<file path="src/rtl/clkdiv_monitor.sv">
// -----------------------------------------------------------------------------
// clkdiv_monitor
//
// Watches one divided clock (generated in the clk domain) and measures the
// distance between consecutive rising edges (period) and the number of cycles
// it was high within that period (high_time). Each completed period is checked
// against EXPECTED_PERIOD +/- TOLERANCE. The monitor reports lock after
// LOCK_COUNT consecutive good periods, a sticky fault on any bad period or
// timeout, and stuck when no rising edge arrives within TIMEOUT cycles.
//
// Ports:
//   clk          master clock, all logic on posedge
//   rst          synchronous active-high reset
//   div_in       divided clock under test (same domain, no synchronizer)
//   period       last measured period in clk cycles
//   high_time    clk cycles div_in was high during the last period
//   period_valid one-cycle pulse when period/high_time update
//   locked       LOCK_COUNT consecutive in-tolerance periods seen
//   fault        sticky: out-of-tolerance period or timeout since reset
//   stuck        no rising edge within TIMEOUT cycles; cleared by next rise
// -----------------------------------------------------------------------------
module clkdiv_monitor #(
    parameter int CNT_W           = 28,
    parameter int EXPECTED_PERIOD = 4,
    parameter int TOLERANCE       = 0,
    parameter int LOCK_COUNT      = 4,
    parameter int TIMEOUT         = 2 * EXPECTED_PERIOD + 2
) (
    input  logic             clk,
    input  logic             rst,
    input  logic             div_in,
    output logic [CNT_W-1:0] period,
    output logic [CNT_W-1:0] high_time,
    output logic             period_valid,
    output logic             locked,
    output logic             fault,
    output logic             stuck
);

    // Lower bound clamps at zero so a tolerance wider than the period
    // cannot wrap into a huge unsigned limit.
    localparam int LO_INT = (EXPECTED_PERIOD > TOLERANCE) ? (EXPECTED_PERIOD - TOLERANCE) : 0;
    localparam int HI_INT = EXPECTED_PERIOD + TOLERANCE;
    localparam logic [CNT_W:0]   LO_BOUND = (CNT_W+1)'(LO_INT);
    localparam logic [CNT_W:0]   HI_BOUND = (CNT_W+1)'(HI_INT);
    localparam logic [CNT_W-1:0] CNT_MAX  = '1;
    localparam logic [CNT_W-1:0] CNT_ONE  = CNT_W'(1);
    localparam logic [3:0]       LOCK_N   = 4'(LOCK_COUNT);
    // Timeout comparison is done wide so a TIMEOUT larger than the counter
    // range simply never fires instead of aliasing onto a smaller value.
    localparam int CMP_W = CNT_W + 32;

    typedef enum logic {
        IDLE    = 1'b0,
        MEASURE = 1'b1
    } state_t;

    state_t           state_reg;
    logic             d_reg;
    logic [CNT_W-1:0] cnt_reg;
    logic [CNT_W-1:0] hcnt_reg;
    logic [CNT_W-1:0] tmo_reg;
    logic [3:0]       match_reg;

    logic             rise;
    logic             match_hit;
    logic             cnt_timeout;
    logic             tmo_timeout;
    logic [CNT_W-1:0] cnt_next;
    logic [CNT_W-1:0] hcnt_next;
    logic [CNT_W-1:0] tmo_next;
    logic [3:0]       match_next;

    assign rise        = div_in & ~d_reg;
    assign match_hit   = ({1'b0, cnt_reg} >= LO_BOUND) && ({1'b0, cnt_reg} <= HI_BOUND);
    assign cnt_timeout = (CMP_W'(cnt_reg) == CMP_W'(TIMEOUT));
    assign tmo_timeout = (CMP_W'(tmo_reg) == CMP_W'(TIMEOUT));

    // Saturating increments
    assign cnt_next   = (cnt_reg  == CNT_MAX) ? cnt_reg  : cnt_reg  + CNT_ONE;
    assign hcnt_next  = (hcnt_reg == CNT_MAX) ? hcnt_reg : hcnt_reg + CNT_ONE;
    assign tmo_next   = (tmo_reg  == CNT_MAX) ? tmo_reg  : tmo_reg  + CNT_ONE;
    assign match_next = (match_reg == LOCK_N) ? match_reg : match_reg + 4'd1;

    always_ff @(posedge clk) begin
        if (rst) begin
            state_reg    <= IDLE;
            d_reg        <= 1'b0;
            cnt_reg      <= '0;
            hcnt_reg     <= '0;
            tmo_reg      <= '0;
            match_reg    <= '0;
            period       <= '0;
            high_time    <= '0;
            period_valid <= 1'b0;
            locked       <= 1'b0;
            fault        <= 1'b0;
            stuck        <= 1'b0;
        end else begin
            d_reg        <= div_in;
            period_valid <= 1'b0;
            if (rise) begin
                stuck <= 1'b0;
            end

            case (state_reg)
                IDLE: begin
                    if (rise) begin
                        // First edge only starts a measurement; the partial
                        // period before it is never reported.
                        cnt_reg   <= CNT_ONE;
                        hcnt_reg  <= CNT_ONE;
                        tmo_reg   <= '0;
                        state_reg <= MEASURE;
                    end else begin
                        tmo_reg <= tmo_next;
                        if (tmo_timeout) begin
                            stuck <= 1'b1;
                            fault <= 1'b1;
                        end
                    end
                end

                MEASURE: begin
                    if (rise) begin
                        // A rise takes priority over a coincident timeout.
                        period       <= cnt_reg;
                        high_time    <= hcnt_reg;
                        period_valid <= 1'b1;
                        cnt_reg      <= CNT_ONE;
                        hcnt_reg     <= CNT_ONE;
                        if (match_hit) begin
                            match_reg <= match_next;
                            if (match_next == LOCK_N) begin
                                locked <= 1'b1;
                            end
                        end else begin
                            match_reg <= '0;
                            locked    <= 1'b0;
                            fault     <= 1'b1;
                        end
                    end else if (cnt_timeout) begin
                        stuck     <= 1'b1;
                        fault     <= 1'b1;
                        locked    <= 1'b0;
                        match_reg <= '0;
                        tmo_reg   <= '0;
                        state_reg <= IDLE;
                    end else begin
                        cnt_reg <= cnt_next;
                        if (div_in) begin
                            hcnt_reg <= hcnt_next;
                        end
                    end
                end

                default: begin
                    state_reg <= IDLE;
                end
            endcase
        end
    end

endmodule

</file>
<file path="config.mk">
export PLATFORM = sky130hd
export DESIGN_NAME = clkdiv_monitor
export DESIGN_NICKNAME = d
export VERILOG_FILES = /design/src/rtl/clkdiv_monitor.sv
export SDC_FILE = /design/constraint.sdc
export NUM_CORES = 1
export LEC_CHECK = 0
export BUFFER_PORTS_ARGS = -buffer_cell sky130_fd_sc_hd__buf_2
export CAP_MARGIN = 20
export CORE_MARGIN = 3
export CORE_UTILIZATION = 40
export DETAILED_ROUTE_END_ITERATION = 8
export GPL_TIMING_DRIVEN = 0
export SLEW_MARGIN = 20
export SYNTH_ARGS = -nofsm -noshare
export SYNTH_HDL_FRONTEND = slang
export SYNTH_SLANG_ARGS = --single-unit
</file>
<file path="constraint.sdc">
create_clock -name clk -period 2.6 [get_ports clk]
set_input_delay 0.52 -clock clk [delete_from_list [all_inputs] [get_ports clk]]
set_output_delay 0.52 -clock clk [all_outputs]
set_load 0.03 [all_outputs]
</file>
# Word-level counts from Yosys, hierarchy flattened
# Index checks and enable logic that the tools add are counted.
# totals
ff_bits,150
inputBits,3
output_inout_bits,60
wordCells,90
# classes
add_sub_neg,4
magnitude_cmp,2
n_eq_ne,20
mux,39
n_bitwise,3
n_reduce_logical,10
# ops
cell,count
two-way mux 28 bit,12
one-hot mux 28 bit (2 select lines),3
adder 28 x 1 -> 28 bit (second input constant),3
== test 28 bit (second input constant),3
== test 28 x 4 -> 1 bit (second input constant),2
greater-or-equal comparator 28 x 3 -> 1 bit (second input constant),1
<= comparator 28 x 3 -> 1 bit (second input constant),1
two-way mux 1 bit,17
two-way mux 4 bit,4
inequality test 3 bit (second input constant),5
AND reduction 3 bit,3
== test 4 x 3 -> 1 bit (second input constant),2
inequality test 2 bit (second input constant),4
AND reduction 4 bit,2
inequality test 3 x 2 -> 1 bit (second input constant),2
one-hot mux 1 bit (2 select lines),3
adder 4 x 1 -> 4 bit (second input constant),1
AND reduction 2 bit,2
inequality test 3 x 1 -> 1 bit (second input constant),1
inequality test 2 x 1 -> 1 bit (second input constant),1
inverter 1 bit,2
nonzero test 2 bit,1
OR reduction 2 bit,1
bitwise AND 1 bit,1
logical AND 1 bit,1

# Depth between registers and ports, before layout
# logic_depth
depth_word,6
ltp_mapped,10
mapped_depth_nobuf,8

# Worst setup path after synthesis
# No wires, ideal clock.
# synth_path
kind,input-to-reg
start,in div_in
end,reg tmo_reg[12]
setup_ps,59
arrival_time_ps,2000
t_required_ps,2541
setup_slack_ps,541
cell_stages,6
path_buffers,0
cell_sequence,nor2b_1 or3_1 o31ai_4 nand3_1 or4_1 nand2_1
# synth_between
elab_chain_cells,3
word_cells_on_any_way,6
classes_between,eq/ne: 2; mux: 2; bitwise: 1; reduce/logical: 1
# synth_lines
item,line,rtl
"start, declared",31,"input logic div_in,"
bitwise AND 1 bit (*),74,assign rise = div_in & ~d_reg;
"inequality test 3 bit (no line), or another cell as far along",n/a,
AND reduction 3 bit (no line) or one-hot mux 28 bit (2 select lines) (tied branches),n/a,
"end signal, assigned",116,tmo_reg <= tmo_next;
"end, declared",62,logic [CNT_W-1:0] tmo_reg;
# Mark *: on every way between the ends. The rest lies on a longest branch, timed or not.
# A chain may end at the register's enable or synchronous reset.

# Final worst setup path
# layout_path
start,reg cnt_reg[1]
end,reg cnt_reg[18]
# layout_between
elab_chain_cells,5
word_cells_on_any_way,10
classes_between,add/sub: 1; eq/ne: 4; mux: 4; reduce/logical: 1
# layout_lines
item,line,rtl
"start, declared",60,logic [CNT_W-1:0] cnt_reg;
"start signal, assigned",150,cnt_reg <= cnt_next;
adder 28 x 1 -> 28 bit,80,assign cnt_next = (cnt_reg == CNT_MAX) ? cnt_reg : cnt_reg + CNT_ONE;
two-way mux 28 bit,80,
two-way mux 28 bit,142,end else if (cnt_timeout) begin
two-way mux 28 bit,125,if (rise) begin
one-hot mux 28 bit (2 select lines),106,case (state_reg)
# Several ways; a longest one is shown, not always the timed one. The select of a mux whose other input is x is not followed.

==> results.cfg <==
[synthesis]
syn-num-nets = 873
yosysMostFrequentCell = nand2_1
synth_cell_types = 57
synthFlopType = dfxtp_1
yosys_warnings = 0
synth_enable_flop_cells = 0
synthTopCellsByCount = nand2_1 (160), dfxtp_1 (150), a21oi_1 (86)
async_reset_ff_frac = 0
netlist.top_cell.by_area = dfxtp_1
ys_ff_latch = 150
syn_area_per_cell_um2 = 8.015
ys_seq_area_frac = 0.4346
synth_cells = 862
synth.top_cell.area_share = 0.4346
synth_area_leaders = dfxtp_1 (43%), nand2_1 (8.7%), a21oi_1 (6.2%)
synth_area_um2 = 6909

[cts]
cts_made_buffers = 17
insertion_delay_ns = 0.42
htreeDepth = 4
cts_buffer_depth = 2
cts-root-buf = clkbuf_16
clkTransAtPathRegs_ns = 0.07
clock_sinks = 150
cts_hold_buf = 0
cts_tree = built

[min_path]
min_path_cells = 2
hp-start = div_in
hold_end = d_reg
holdCritPathClass = input pin to register

[routing]
ant_nets = 0
vias_per_cell = 5.463
dr.first_iter.drc_count = 375
route.vias.total = 6436
wl_um = 18610
dr.pass1.iters = 5
post_drt_wl_per_cell_um = 15.80
drc = 0

[setup_path]
cp.arrival_ns = 2.76
path_class = register to register
cp-start-kind = register
critPathMaxFanout = 10
crit_required_ns = 2.90
crit_path_end_kind = register
r2r-start = cnt_reg[1]
r2r_cells = 8
r2r_end = cnt_reg[18]
rrSetupSlack_ns = 0.14

[finish]
syn2layout_area_growth_pct = 18.20
seqCellArea_um2 = 3003
fin_cells = 1178
fin_area_um2 = 8167
final_util = 0.4873
fillers = 1680
multi_input_area_um2 = 3682
diodes = 0
layout-drive-gt1-share = 0.1315
num-nets-final = 956

[global_routing]
grt_overflow = 0
grt_pass1_wl_um = 30740
groute.usage.overall = 0.2042
grt_max_degree = 17
antenna_found_initial = 0
grt_pass1_vias = 6070

[status]
status = complete, no violations

[sta]
skew_ns = 0.01033
period_share = 0.9452
setup_viol = 0
hold_violations = 0
drv_slew = 0
setup_slack_ns = 0.1425
rsz0062_at_grt = yes
relSlewSlack = 0.4719
whs_ns = 0.3840
tightest_slew_ns = 0.7861
fmax_mhz = 406.9
tns_ns = 0
period_minus_slack_ns = 2.458

[place]
placedCellCount = 1144
post_dp_cell_area_um2 = 7495
hpwl_um = 13250
gp_congestion = 0.8578
dp_slack_ns = -0.08457
port_buffers = 62

[floorplanning]
rows = 47
die_x_um = 137.4
dieArea_um2 = 18890
start_util = 0.4122
die_y_um = 137.4
core_um2 = 16760
pin_count = 63

[power_and_ir_drop]
ir_drop_v = 0.0004402
total_power_mw = 5.169
power.leakage_nw = 2.967
p_per_area_nw_per_um2 = 632.9

[job]
cap_violations = 0
==> kinds of logic after synthesis <==
logic type / after synthesis / synth area share
AND/OR/NAND/NOR: 438 / 0.3185
multiplexers: 2 / 0.002898
AO/OA/AOI/OAI: 161 / 0.1403
buffers and inverters: 62 / 0.03712
XOR/XNOR: 41 / 0.05197
flip-flops: 150 / 0.4346
adder cells (fa/ha/maj): 8 / 0.01449
==> per-layer routing <==
layer	vias to the layer above	wire length, um	share of wire	track usage
met5	-	0	0	0
met4	0	318	0.017	0.06486
met3	21	907	0.049	0.05077
met2	154	8432	0.45	0.3189
met1	3027	8950	0.48	0.2774
li1	3234	-	-	-
==> timing repair <==
action,CTS,global route
pin swaps,1,0
gates resized for setup,0,9
cloned,0,0
setup buffers,2,0
endpoints found under the setup margin,14,66
==> critical path, cell delays in order (launching register included) <==
cell and delay [ns]:
dfxtp_1 0.44, ha_1 0.26, nand4_1 0.23, nor3_2 0.34
nand4_1 0.28, clkbuf_1 0.35, nand3_1 0.20, xor2_1 0.17
nor2_1 0.05
==> where the power goes <==
group	switching, mW	total (mW)	internal (mW)
logic	0.183	0.235	0.0524
clock network	1.04	2.62	1.58
registers	0.00987	2.32	2.31
==> worst max-delay path by stage <==
stage | slack, ns | from | end | depth (start not counted)
floorplan | 0.54 | div_in | tmo_reg[12] | 6
global placement | -0.09 | cnt_reg[1] | cnt_reg[12] | 7
detailed placement | -0.08 | cnt_reg[1] | cnt_reg[12] | 7
CTS | 0.08 | cnt_reg[27] | tmo_reg[2] | 6
global route | -0.03 | cnt_reg[1] | cnt_reg[26] | 8
finish | 0.14 | cnt_reg[1] | cnt_reg[18] | 8
==> layout make-up <==
class | instances | share of cell area
tap | 220 | 0.03371
buffer | 47 | 0.02482
clock inverter | 12 | 0.02022
multi-input combinational | 650 | 0.4509
sequential | 150 | 0.3677
inverter | 15 | 0.006894
timing repair buffer | 64 | 0.03983
clock buffer | 20 | 0.05592
==> cell usage in the layout, fill, tap and decap left out, types with 3 or more instances in the layout <==
master,n
a21o_1,3
a21oi_1,86
a31oi_1,9
a32o_1,6
and2_1,13
and3_1,22
and4_1,8
buf_2,67
buf_4,4
bufinv_16,3
clkbuf_1,34
clkbuf_16,17
clkbuf_2,4
dfxtp_1,150
ha_1,8
inv_1,15
inv_6,4
nand2_1,160
nand3_1,46
nand4_1,39
nand4b_1,3
nor2_1,77
nor3_1,11
nor4_1,10
nor4_2,6
o211ai_1,9
o21ai_0,25
o31ai_1,9
or3_1,16
or4_1,7
xor2_1,40
No activity file was read; power rests on OpenSTA's default activity.
